==> config.mk <==
export PLATFORM = sky130hd
export DESIGN_NAME = cam_pixel_binarizer
export DESIGN_NICKNAME = d
export VERILOG_FILES = /design/src/rtl/cam_pixel_binarizer.sv
export SDC_FILE = /design/constraint.sdc
export NUM_CORES = 1
export LEC_CHECK = 0
export CAP_MARGIN = 20
export CORE_MARGIN = 2
export CORE_UTILIZATION = 54
export CTS_CLUSTER_SIZE = 40
export DETAILED_ROUTE_END_ITERATION = 10
export PLACE_DENSITY = 0.81
export SLEW_MARGIN = 30
export SYNTH_ARGS = -nofsm -noshare
export SYNTH_HDL_FRONTEND = slang
export SYNTH_SLANG_ARGS = --single-unit
==> constraint.sdc <==
create_clock -name Clk -period 2.9 [get_ports Clk]
set_input_delay 0.58 -clock Clk [delete_from_list [all_inputs] [get_ports Clk]]
set_output_delay 0.58 -clock Clk [all_outputs]
set_load 0.005 [all_outputs]
==> src/rtl/cam_pixel_binarizer.sv <==
// ---------------------------------------------------------------------------
// cam_pixel_binarizer
//
// Captures the OV7670 8-bit parallel bus in the Clk domain. It pairs YUV422
// bytes (Y, then chroma) and thresholds Y to one bit per pixel. It then
// issues single-cycle frame-RAM write strobes with a linear row-major address.
// Frame and line framing are tracked, so only frames that start with a full
// VSYNC high->low sequence are written. Lines past V_RES and pixels past
// H_RES are dropped.
//
// Optional build macro: CAM_MIRROR_EN
//   defined   -> write_addr = row*H_RES + (H_RES-1-col)  (horizontal mirror)
//   undefined -> write_addr = row*H_RES + col
//
// Ports
//   Clk          in   system clock, all logic on rising edge
//   Reset        in   synchronous active-high reset
//   data_cam     in   [7:0] camera data byte (asynchronous)
//   VSYNC_cam    in   frame sync, high between frames (asynchronous)
//   HREF_cam     in   line valid (asynchronous)
//   PCLK_cam     in   camera pixel clock (asynchronous, <= Clk/4)
//   write_addr   out  [18:0] frame RAM address, valid while pixel_we=1
//   pixel_out    out  binarized pixel, valid while pixel_we=1
//   pixel_we     out  one-cycle write strobe
//   frame_done   out  one-cycle pulse at the end of a complete frame
//   frame_count  out  [7:0] completed frames, wrapping
//   line_err     out  sticky odd-byte / over-long line flag, cleared at frame start
// ---------------------------------------------------------------------------
module cam_pixel_binarizer #(
    parameter int         H_RES  = 640,
    parameter int         V_RES  = 480,
    parameter logic [7:0] THRESH = 8'h80
) (
    input  logic        Clk,
    input  logic        Reset,
    input  logic [7:0]  data_cam,
    input  logic        VSYNC_cam,
    input  logic        HREF_cam,
    input  logic        PCLK_cam,
    output logic [18:0] write_addr,
    output logic        pixel_out,
    output logic        pixel_we,
    output logic        frame_done,
    output logic [7:0]  frame_count,
    output logic        line_err
);

    localparam int ADDR_W = 19;
    localparam int COL_W  = $clog2(H_RES + 1);
    localparam int ROW_W  = $clog2(V_RES + 1);

    localparam logic [COL_W-1:0]  H_MAX  = COL_W'(H_RES);
    localparam logic [ROW_W-1:0]  V_MAX  = ROW_W'(V_RES);
    localparam logic [ADDR_W-1:0] H_STEP = ADDR_W'(H_RES);
`ifdef CAM_MIRROR_EN
    localparam logic [ADDR_W-1:0] H_LAST = ADDR_W'(H_RES - 1);
`endif

    typedef enum logic [1:0] {IDLE, VBLANK, ACTIVE} state_t;

    // Input synchronisers: bit 1 is the synced value, bit 2 its previous value.
    logic [2:0] pclk_q;
    logic [2:0] vsync_q;
    logic [1:0] href_q;
    logic [7:0] data_s1_q, data_s2_q;

    // Edge-detect stage: byte strobe plus HREF/data aligned to it.
    logic       rise_q;
    logic       href_stg_q;
    logic [7:0] data_stg_q;

    state_t            state_q;
    logic [COL_W-1:0]  col_q, col_d;
    logic [ROW_W-1:0]  row_q, row_d;
    logic [ADDR_W-1:0] base_q, base_d;   // row*H_RES, kept incrementally
    logic              phase_q, phase_d;
    logic [7:0]        y_q, y_d;
    logic              err_d, we_d, pix_d;
    logic [ADDR_W-1:0] addr_d;

    logic byte_valid, href_fall, vsync_rise, vsync_fall;

    always_ff @(posedge Clk) begin
        // NOTE: registers take non-blocking assignments so every flop samples pre-edge values.
        if (Reset) begin
            pclk_q     <= '0;
            vsync_q    <= '0;
            href_q     <= '0;
            data_s1_q  <= '0;
            data_s2_q  <= '0;
            rise_q     <= 1'b0;
            href_stg_q <= 1'b0;
            data_stg_q <= '0;
        end else begin
            pclk_q     <= {pclk_q[1:0], PCLK_cam};
            vsync_q    <= {vsync_q[1:0], VSYNC_cam};
            href_q     <= {href_q[0], HREF_cam};
            data_s1_q  <= data_cam;
            data_s2_q  <= data_s1_q;
            rise_q     <= pclk_q[1] & ~pclk_q[2];
            href_stg_q <= href_q[1];
            data_stg_q <= data_s2_q;
        end
    end

    assign byte_valid = rise_q & href_stg_q;
    // href_q[1] is the value href_stg_q takes next, so the fall is seen in the
    // same cycle as a coinciding final byte, letting the byte go first.
    assign href_fall  = href_stg_q & ~href_q[1];
    assign vsync_rise = vsync_q[1] & ~vsync_q[2];
    assign vsync_fall = ~vsync_q[1] & vsync_q[2];

    // Byte/line sequencing for one ACTIVE cycle: byte first, then line end.
    always_comb begin
        // NOTE: every output gets a default first, so no path infers a latch.
        col_d   = col_q;
        row_d   = row_q;
        base_d  = base_q;
        phase_d = phase_q;
        y_d     = y_q;
        err_d   = line_err;
        we_d    = 1'b0;
        addr_d  = write_addr;
        pix_d   = pixel_out;

        if (byte_valid) begin
            if (!phase_q) begin
                y_d     = data_stg_q;
                phase_d = 1'b1;
            end else begin
                phase_d = 1'b0;
                // Rows past the frame are silently dropped; col stays 0 there.
                if (row_q < V_MAX) begin
                    if (col_q < H_MAX) begin
                        we_d  = 1'b1;
                        pix_d = (y_q >= THRESH);
`ifdef CAM_MIRROR_EN
                        addr_d = base_q + H_LAST - ADDR_W'(col_q);
`else
                        addr_d = base_q + ADDR_W'(col_q);
`endif
                        col_d = col_q + 1'b1;
                    end else begin
                        err_d = 1'b1;
                    end
                end
            end
        end

        if (href_fall) begin
            if (phase_d) begin
                err_d = 1'b1;
            end
            if (col_d != '0 && row_q < V_MAX) begin
                row_d  = row_q + 1'b1;
                base_d = base_q + H_STEP;
            end
            col_d   = '0;
            phase_d = 1'b0;
        end
    end

    always_ff @(posedge Clk) begin
        if (Reset) begin
            state_q     <= IDLE;
            col_q       <= '0;
            row_q       <= '0;
            base_q      <= '0;
            phase_q     <= 1'b0;
            y_q         <= '0;
            write_addr  <= '0;
            pixel_out   <= 1'b0;
            pixel_we    <= 1'b0;
            frame_done  <= 1'b0;
            frame_count <= '0;
            line_err    <= 1'b0;
        end else begin
            pixel_we   <= 1'b0;
            frame_done <= 1'b0;
            case (state_q)
                IDLE: begin
                    if (vsync_q[1]) state_q <= VBLANK;
                end
                VBLANK: begin
                    if (vsync_fall) begin
                        col_q    <= '0;
                        row_q    <= '0;
                        base_q   <= '0;
                        phase_q  <= 1'b0;
                        line_err <= 1'b0;
                        state_q  <= ACTIVE;
                    end
                end
                ACTIVE: begin
                    if (vsync_rise) begin
                        state_q <= VBLANK;
                        // Only a frame that reached the last row counts.
                        if (row_q == V_MAX) begin
                            frame_done  <= 1'b1;
                            frame_count <= frame_count + 8'd1;
                        end
                    end else begin
                        col_q      <= col_d;
                        row_q      <= row_d;
                        base_q     <= base_d;
                        phase_q    <= phase_d;
                        y_q        <= y_d;
                        line_err   <= err_d;
                        pixel_we   <= we_d;
                        write_addr <= addr_d;
                        pixel_out  <= pix_d;
                    end
                end
                default: state_q <= IDLE;
            endcase
        end
    end

endmodule
==> flow_metrics.py <==
metrics = {
    "critical_path": {
        "startpoint_type": "register",
        "worstPathRequired_ps": 3180,
        "r2r_slack_ps": 160,
        "worstPathArrival_ps": 3030,
        "worst-path-max-fanout": 10,
        "worstSetupPathType": "reg -> reg",
        "r2r-start": "row_q[7]",
        "end_kind": "register",
        "rr_worst_depth": 9,
        "rr_endpoint": "row_q[7]",
    },
    "clocking": {
        "clockBufferDepth": 2,
        "clock-sinks": 79,
        "post-cts-setup-buffers": 0,
        "clk_latency_ps": 360,
        "cts_buffers": 9,
        "tritoncts": "yes",
        "cts-root-buf": "clkbuf_8",
        "htreeDepth": 3,
        "clkSlewWorstSetupHoldPaths_ps": 90,
    },
    "floorplan": {
        "die_w_um": 85.6,
        "rows": 29,
        "start_util_pct": 56.3,
        "die_area_um2": 7330,
        "core_um2": 6390,
        "die_h_um": 85.6,
        "ios": 44,
    },
    "detailed_routing": {
        "ant_nets": 0,
        "drtPass1Iterations": 4,
        "drc_errors": 0,
        "wirelength_mm": 7.14,
        "post_drt_wl_per_cell_um": 13.5,
        "routed_via_density": 5.62,
        "num_vias": 2961,
        "drt_iter0_drc": 174,
    },
    "finish": {
        "drive_above_1_share_pct": 8.22,
        "final_nets": 467,
        "n_antenna_cell": 0,
        "syn2layout_area_growth_pct": 17.4,
    },
    "global_routing": {
        "grt_pass1_wl_mm": 12.0,
        "grt.overflow.total": 0,
        "antenna_found_initial": 0,
        "gr-usage-all-layers_pct": 20.2,
        "grt_max_degree": 36,
        "first_global_vias": 2622,
    },
    "sta": {
        "fin_setup_tns_ps": 0,
        "fmax_mhz": 365,
        "drv_slew": 0,
        "hold_violations": 0,
        "max-slew-margin-rel_pct": 55.1,
        "fin_crit_ps": 2740,
        "setup_violations": 0,
        "tightest_slew_ps": 671,
        "fin_skew_ps": 14.4,
        "period_share_pct": 94.5,
    },
    "power_and_ir_drop": {
        "power_frac_clock_pct": 45.0,
        "p_comb_share_pct": 2.1,
        "p_seq_share_pct": 52.9,
        "leakagePower_nw": 1.47,
        "p_switching_mw": 0.471,
        "p_total_mw": 2.07,
        "switching_share_pct": 22.7,
        "p_int_mw": 1.60,
        "powerDensity_nw_per_um2": 491,
        "vdd_drop_max_v": 0.000425,
    },
    "hold_path": {
        "holdPathStages": 1,
        "hold_end": "rise_q",
        "worstHoldStart": "pclk_q[2]",
        "hp-class": "reg -> reg",
    },
    "logic_synthesis": {
        "synth_area_um2": 3600,
        "syn_inst": 415,
        "ys_dominant_reg_cell": "dfxtp_1",
        "synth_area_per_cell_um2": 8.67,
        "ys_warn_count": 0,
        "synth-edff-count": 0,
        "synth_seq_cells": 79,
        "synth-seq-area-share_pct": 43.9,
        "syn_nets": 437,
        "async_flop_share_pct": 0,
        "ys_types": 56,
    },
    "place": {
        "gp_congestion": 0.926,
        "portBuffers": 36,
        "hpwl_mm": 4.96,
    },
    "run_status": {
        "status": "finished clean",
    },
    "job": {
        "maxCapViolations": 0,
    },
}
## synth_stat cells (2+ instances only)
| library cell | instances | area [um^2] |
|---|---|---|
| nor2b_1 | 17 | 106 |
| o31ai_1 | 3 | 22.5 |
| ha_1 | 9 | 113 |
| a211oi_1 | 10 | 75.1 |
| nor3_1 | 7 | 35.0 |
| a311oi_1 | 3 | 26.3 |
| o21ai_0 | 16 | 80.1 |
| dfxtp_1 | 79 | 1580 |
| or4b_2 | 2 | 20.0 |
| buf_6 | 2 | 22.5 |
| xnor2_1 | 6 | 52.6 |
| xor2_1 | 16 | 140 |
| a22o_1 | 2 | 17.5 |
| or4_1 | 6 | 45.0 |
| a22oi_1 | 4 | 30.0 |
| o211ai_1 | 4 | 30.0 |
| clkbuf_1 | 17 | 63.8 |
| nor2_1 | 50 | 188 |
| nand4_1 | 7 | 43.8 |
| inv_1 | 5 | 18.8 |
| a31oi_1 | 2 | 12.5 |
| buf_1 | 2 | 7.51 |
| nand2_1 | 51 | 191 |
| mux2i_1 | 3 | 30.0 |
| and3_1 | 4 | 25.0 |
| and4_1 | 2 | 17.5 |
| nand2b_1 | 4 | 25.0 |
| o21a_1 | 3 | 22.5 |
| and2_1 | 2 | 12.5 |
| or3_1 | 9 | 56.3 |
| nand3_1 | 15 | 75.1 |
| a21oi_1 | 28 | 140 |
| nor4b_1 | 2 | 17.5 |
## stage by stage
step                std cells  instance area [um^2]  hold slack (ps)  setup slack (ps)  util, %
finish                    527                  4220              376               158     66.1
global route              527                  4220              389             -7.67     66.1
CTS                       527                  4210              378              78.4     66.0
detailed placement        511                  3990              374               125     62.5
global placement          511                  3990              373               145     62.5
floorplan                 415                  3600              367               462        -
## power groups by stage
stage	Sequential [mW]	Clock [mW]	Combinational [mW]
floorplan	1.12	0	0.0319
global placement	1.12	0	0.0424
detailed placement	1.12	0	0.0443
CTS	1.10	0.943	0.0444
global route	1.10	0.992	0.0494
finish	1.10	0.932	0.0443
## logic make-up after synthesis
group | synth area share [%]
XOR/XNOR | 5.35
AND/OR/NAND/NOR | 27.3
buffers and inverters | 3.27
AO/OA/AOI/OAI | 15.7
flip-flops | 44.0
multiplexers | 1.25
adder cells (fa/ha/maj) | 3.13
## critical path, stage by stage, from the launching register on
cell,delay [ps]
dfxtp_1,350
and4_1,330
nor4_4,420
nand2_1,130
xor2_1,210
a31oi_4,310
nor2_2,80
buf_4,170
or4_1,510
a21oi_1,160
## how the worst max path moves through the flow
stage               slack (ps)         end  startpoint
floorplan                  460  base_q[15]     phase_q
global placement           140  base_q[18]    row_q[7]
detailed placement         120    row_q[7]     phase_q
CTS                         80    row_q[7]    row_q[7]
global route                -8  base_q[18]     phase_q
finish                     160    row_q[7]    row_q[7]
## what timing repair did
action                                  CTS  global route
endpoints found under the setup margin    0             4
resized for setup                         0             1
endpoints found under the hold margin     0             0
hold buffers                              0             0
## flip-flops by register name (all words and copies together) (netlist names), 2 cells and up
| register | cells |
|---|---|
| frame_count | 8 |
| vsync_q | 3 |
| base_q | 12 |
| href_q | 2 |
| col_q | 10 |
| row_q | 9 |
| pclk_q | 3 |
| state_q | 2 |
| write_addr | 19 |
## final cells by class
cell class	count	area, um^2
Sequential cell	79	1580
Inverter	5	18.8
Clock buffer	9	124
Tap cell	77	96.3
Clock inverter	7	101
Multi-Input combinational cell	309	1910
Fill cell	525	2160
Timing Repair Buffer	41	393
## cell usage in the layout (no fill, tap or decap), drive strengths merged, types with 6 or more instances in the layout
cell / netlist / final
ha: 9 / 9
nor2b: 17 / 17
or3: 10 / 10
nor3: 8 / 8
nor2: 51 / 51
a211oi: 10 / 10
buf: 5 / 6
nand4: 7 / 7
a21oi: 28 / 28
clkdlybuf4s50: 0 / 35
clkbuf: 17 / 9
xnor2: 6 / 6
or4: 6 / 6
inv: 5 / 8
o21ai: 17 / 17
dfxtp: 79 / 79
nand2: 51 / 51
xor2: 16 / 16
nand3: 15 / 15
## routing by layer
| metal | wire [um] | GRT usage, % | vias to the layer above |
|---|---|---|---|
| met5 | 0 | 0 | - |
| met4 | 139 | 8.51 | 0 |
| met3 | 260 | 5.49 | 13 |
| met2 | 3170 | 29.4 | 58 |
| met1 | 3560 | 28.3 | 1362 |
| li1 | - | - | 1528 |
(Power assumes the default switching activity.)
